[config.mk]
export PLATFORM = sky130hd
export DESIGN_NAME = fetch_unit
export DESIGN_NICKNAME = d
export VERILOG_FILES = /design/src/rtl/fetch_unit_pkg.sv /design/src/rtl/fetch_unit_fifo.sv /design/src/rtl/fetch_unit.sv
export SDC_FILE = /design/constraint.sdc
export NUM_CORES = 1
export LEC_CHECK = 0
export ABC_AREA = 1
export BUFFER_PORTS_ARGS = -buffer_cell sky130_fd_sc_hd__buf_2
export CORE_MARGIN = 5
export CORE_UTILIZATION = 55
export CTS_BUF_LIST = sky130_fd_sc_hd__clkbuf_4
export DETAILED_ROUTE_END_ITERATION = 8
export PLACE_DENSITY = 0.76
export RECOVER_POWER = 50
export SKIP_CTS_REPAIR_TIMING = 1
export SLEW_MARGIN = 40
export SYNTH_ARGS = -nofsm -noshare
export SYNTH_HDL_FRONTEND = slang
export SYNTH_SLANG_ARGS = --single-unit
[constraint.sdc]
create_clock -name clk -period 31.4 [get_ports clk]
set_input_delay 6.28 -clock clk [delete_from_list [all_inputs] [get_ports clk]]
set_output_delay 6.28 -clock clk [all_outputs]
set_load 0.1 [all_outputs]
[src/rtl/fetch_unit_pkg.sv]
// Shared types and constants for the instruction fetch stage.
package fetch_unit_pkg;

  localparam int INSTR_W = 32;
  localparam int XLEN    = 32;

  localparam logic [XLEN-1:0]    DEFAULT_RESET_PC = 32'h0000_0000;
  localparam logic [INSTR_W-1:0] NOP_INSTR        = 32'h0000_0013;

  typedef struct packed {
    logic [XLEN-1:0]    pc;
    logic [INSTR_W-1:0] instr;
  } fetch_entry_t;

endpackage

[src/rtl/fetch_unit_fifo.sv]
// In-order queue of fetched {pc, instr} entries with a single-cycle flush.
module fetch_fifo
  import fetch_unit_pkg::*;
#(
  parameter int DEPTH = 4,
  parameter int CNT_W = $clog2(DEPTH) + 1
) (
  input  logic             clk,
  input  logic             rst,
  input  logic             push_i,
  input  logic             pop_i,
  input  logic             flush_i,
  input  fetch_entry_t     wdata_i,
  output logic [CNT_W-1:0] count_o,
  output fetch_entry_t     head_o
);

  localparam int PTR_W = $clog2(DEPTH);

  fetch_entry_t     mem_q [DEPTH];
  fetch_entry_t     mem_d [DEPTH];
  logic [PTR_W-1:0] wr_ptr_q, wr_ptr_d;
  logic [PTR_W-1:0] rd_ptr_q, rd_ptr_d;
  logic [CNT_W-1:0] count_q, count_d;
  logic             pop_ok_s;
  logic             push_ok_s;

  // Guard against popping empty or pushing full-without-pop.
  always_comb begin
    pop_ok_s  = pop_i && (count_q != {CNT_W{1'b0}});
    push_ok_s = push_i && ((count_q < CNT_W'(DEPTH)) || pop_ok_s);
  end

  // Pointer, occupancy and storage next-state; flush wins over everything.
  always_comb begin
    mem_d    = mem_q;
    wr_ptr_d = wr_ptr_q;
    rd_ptr_d = rd_ptr_q;
    count_d  = count_q;
    if (flush_i) begin
      wr_ptr_d = {PTR_W{1'b0}};
      rd_ptr_d = {PTR_W{1'b0}};
      count_d  = {CNT_W{1'b0}};
    end else begin
      if (push_ok_s) begin
        mem_d[wr_ptr_q] = wdata_i;
        wr_ptr_d        = wr_ptr_q + PTR_W'(1);
      end else begin
        wr_ptr_d = wr_ptr_q;
      end
      if (pop_ok_s) begin
        rd_ptr_d = rd_ptr_q + PTR_W'(1);
      end else begin
        rd_ptr_d = rd_ptr_q;
      end
      case ({push_ok_s, pop_ok_s})
        2'b10:   count_d = count_q + CNT_W'(1);
        2'b01:   count_d = count_q - CNT_W'(1);
        default: count_d = count_q;
      endcase
    end
  end

  // State registers; storage is cleared so the head reads zero out of reset.
  always_ff @(posedge clk or posedge rst) begin
    if (rst) begin
      for (int i = 0; i < DEPTH; i++) begin
        mem_q[i] <= '0;
      end
      wr_ptr_q <= {PTR_W{1'b0}};
      rd_ptr_q <= {PTR_W{1'b0}};
      count_q  <= {CNT_W{1'b0}};
    end else begin
      mem_q    <= mem_d;
      wr_ptr_q <= wr_ptr_d;
      rd_ptr_q <= rd_ptr_d;
      count_q  <= count_d;
    end
  end

  assign count_o = count_q;
  assign head_o  = mem_q[rd_ptr_q];

endmodule

[src/rtl/fetch_unit.sv]
// Fetch stage: owns the PC, drives instruction memory and queues words for decode.
module fetch_unit
  import fetch_unit_pkg::*;
#(
  parameter logic [XLEN-1:0] RESET_PC = DEFAULT_RESET_PC,
  parameter int              DEPTH    = 4,
  parameter int              CNT_W    = $clog2(DEPTH) + 1
) (
  input  logic                clk,
  input  logic                rst,
  output logic [XLEN-1:0]     imem_addr,
  input  logic [INSTR_W-1:0]  imem_rd,
  input  logic                redirect_valid,
  input  logic [XLEN-1:0]     redirect_pc,
  output logic                inst_valid,
  input  logic                inst_ready,
  output logic [INSTR_W-1:0]  inst_out,
  output logic [XLEN-1:0]     inst_pc,
  output logic [CNT_W-1:0]    q_count
);

  logic [XLEN-1:0]  pc_q, pc_d;
  logic [CNT_W-1:0] count_s;
  logic             pop_s;
  logic             push_s;
  fetch_entry_t     wdata_s;
  fetch_entry_t     head_s;
  logic             unused_s;

  assign unused_s = ^redirect_pc[1:0];

  // Handshake: a full queue still accepts a push when the head leaves.
  always_comb begin
    pop_s          = (count_s != {CNT_W{1'b0}}) && inst_ready;
    push_s         = !redirect_valid && ((count_s < CNT_W'(DEPTH)) || pop_s);
    wdata_s.pc     = pc_q;
    wdata_s.instr  = imem_rd;
  end

  // PC next-state; redirect target is word-aligned, increment wraps mod 2^32.
  always_comb begin
    pc_d = pc_q;
    if (redirect_valid) begin
      pc_d = {redirect_pc[XLEN-1:2], 2'b00};
    end else if (push_s) begin
      pc_d = pc_q + 32'd4;
    end else begin
      pc_d = pc_q;
    end
  end

  // PC register.
  always_ff @(posedge clk or posedge rst) begin
    if (rst) begin
      pc_q <= RESET_PC;
    end else begin
      pc_q <= pc_d;
    end
  end

  fetch_fifo #(
    .DEPTH (DEPTH),
    .CNT_W (CNT_W)
  ) u_fifo (
    .clk     (clk),
    .rst     (rst),
    .push_i  (push_s),
    .pop_i   (pop_s),
    .flush_i (redirect_valid),
    .wdata_i (wdata_s),
    .count_o (count_s),
    .head_o  (head_s)
  );

  assign imem_addr  = pc_q;
  assign inst_valid = (count_s != {CNT_W{1'b0}});
  assign inst_out   = head_s.instr;
  assign inst_pc    = head_s.pc;
  assign q_count    = count_s;

endmodule

==> metrics <==
area of the die=0.0271 mm²; vias in the first global route=10900; Tcrit/Tclk final=0.410; All-Layer GR Usage=0.245; synthesized flop and latch total=285; largest net degree at the start of global routing=137; flop2flop setup slack=27.58 ns; Crit Path Class=primary input to async pin; minimum clock period=12.89 ns; Starting Density=0.559; Setup WS post-layout=18.51 ns; met3 GRT Util=0.0504; sequential cell area=0.00714 mm²; net switching fraction of the power=0.519; Largest stage delay, worst path=3.30 ns; Cell variety after synth=34; failing checks=max-capacitance violations, max-slew violations; Finish-stage setup viols=0; Die X=165 µm; Rows=56; met2 Use GR=0.377; Internal=0.878 mW; clk slew on worst S/H paths=0.06 ns; CTS Sinks=285; first-pass GRT wire length=53900 µm; Clock power frac=0.177; met1 Use GR=0.342; CP max stage cell=clkinvlp_2; worst path cell trace=buf_2 > clkinvlp_2 > clkbuf_1; die height=165 µm; hpwl dp=19700 µm; via count=11400; CTS tree=built; WL final=32700 µm; final net count=1789; multi-input gate area in the final layout=0.00509 mm²; deepest clock path buffer count=3; DRC errors left=0; Avg Vias per Cell=5.49; CP Max Fanout=136; Detail Route Antenna Nets=0; Finished Core Util=0.627; commonest non-fill, non-tap cell in the layout=nand2_1; area delta synth->final=12.2%; Avg Inst Size Synth=8.37 µm²; Max Freq=0.0776 GHz; most frequent cells in the layout=393 x nand2_1, 283 x dfrtp_1, 217 x o21ai_0; GP Congestion=0.860; unrepaired setup endpoints after global routing=no; Slew HR=-2.97; pwr/cell area=124 mW/mm²; GR peak layer=met2; number of buffers added on ports=161; initial antenna violation count=1; share of cells above drive strength 1=0.173; Worst EP required=31.24 ns; Critical Path End Type=async pin; Clock H-tree levels=3; Gate Count Post-Synth=1571; Seq/Total Area, Yosys=0.542; Mapped Area=0.0131 mm²; I/O pin count=168; Max Clock Skew=0.0413 ns; Inserted Clock Buffers=75; overall power=1.82 mW; drt wl/cell=15.7 µm; final hold vios=0; Worst Max-Slew Pin Slew=5.93 ns; outcome=complete, but fails checks; Initial DRC Count=1140; Tightest Hold Check Type=flip-flop to flip-flop; Initial DRT Pass Iterations=7; clk root buf=clkbuf_4; FILL cells=2149; Comb power frac=0.480; placed cell count=1957; total grt overflow=0; crit start category=primary input; static leakage=7.27 nW; Max Cap Viol=4; Reg power frac=0.343; Core ar.=0.0235 mm²; fin cells=2081; P_sw=0.945 mW; Final TNS setup=0 ns; Max Slew Vio Count=290; Post-Place Worst Slack=22.15 ns; worst vdd ir=81.0 µV; CP Data Arrival Time=12.73 ns; Clock Latency Late Sink=0.66 ns; Ys Warns=0
==> final timing paths <==
| kind | from | endpoint | cells past startpoint |
|---|---|---|---|
| min reg2reg | u_fifo.mem_q[127]$_DFFE_PP0P_ | u_fifo.mem_q[127]$_DFFE_PP0P_ | 2 |
| max | rst | u_fifo.mem_q[143]$_DFFE_PP0P_ | 3 |
| min in group asynchronous | rst | u_fifo.mem_q[222]$_DFFE_PP0P_ | 2 |
| max in group clk | redirect_valid | u_fifo.mem_q[75]$_DFFE_PP0P_ | 8 |
| max reg2reg | u_fifo.count_o[2]$_DFFE_PP0P_ | u_fifo.mem_q[75]$_DFFE_PP0P_ | 7 |
| min | u_fifo.mem_q[127]$_DFFE_PP0P_ | u_fifo.mem_q[127]$_DFFE_PP0P_ | 2 |
==> stage by stage <==
stage,area (µm²),hold WS (ns)
2_1_floorplan,13200,0.448
3_3_place_gp,13800,0.462
3_5_place_dp,13900,0.463
4_1_cts,14800,0.478
5_1_grt,14800,0.504
6_report,14800,0.474
==> synth_stat cells <==
library cell	instances	area share
and2_1	1	0.00048
a21oi_1	5	0.0019
clkinv_1	1	0.00029
clkbuf_1	57	0.016
buf_2	22	0.0084
nand2_2	2	0.00095
o211ai_1	1	0.00057
o21ai_1	174	0.066
nor2_2	1	0.00048
nor2_1	172	0.049
inv_2	2	0.00057
nor2_4	3	0.0026
a22oi_1	16	0.0091
a31o_2	1	0.00067
nand2_1	391	0.11
ha_1	5	0.0048
o22ai_1	62	0.029
inv_1	76	0.022
nor3b_1	1	0.00057
conb_1	1	0.00029
a31oi_1	1	0.00048
buf_6	23	0.020
nor3_1	2	0.00076
nand2_8	1	0.0015
nand4_1	2	0.00095
fa_1	1	0.0015
nand2_4	3	0.0026
xor2_1	9	0.0060
dfrtp_1	285	0.54
o21ai_2	6	0.0040
o21ai_0	207	0.079
buf_4	5	0.0029
inv_6	1	0.00067
nand3_1	31	0.012
==> final cells by class <==
type,instances,share of cell area
timing repair buffer,171,0.0596
multi-input combinational,1102,0.345
tap,319,0.0270
clock inverter,16,0.00958
sequential,285,0.484
clock buffer,107,0.0544
inverter,80,0.0206
antenna,1,0.000170
==> per-layer routing <==
metal / share of wire / up-vias
met5: 0 / -
met4: 0.024 / 0
met3: 0.072 / 56
met2: 0.46 / 436
met1: 0.44 / 5396
li1: - / 5543
==> registers in the layout (all words and copies together) (netlist names) <==
register and count:
u_fifo.mem_q 248, u_fifo.wr_ptr_q 2, u_fifo.count_o 3, u_fifo.rd_ptr_q 2, imem_addr 30
==> power by group through the flow <==
stage	registers, mW	logic [mW]	clock network (mW)
floorplan	0.652	0.709	0
global placement	0.620	0.867	0
detailed placement	0.626	0.880	0
CTS	0.622	0.882	0.333
global route	0.644	0.937	0.354
finish	0.625	0.875	0.323
==> logic make-up after synthesis <==
kind of cell / synth area share
AO/OA/AOI/OAI: 0.191
XOR/XNOR: 0.00600
adder cells (fa/ha/maj): 0.00628
buffers and inverters: 0.0704
flip-flops: 0.542
other: 0.000285
AND/OR/NAND/NOR: 0.183
==> worst max-delay path, delay by kind of cell <==
family / cells / cell delay (ns)
buffers and inverters: 3 / 6.31
Power figures use the tool's default switching activity.
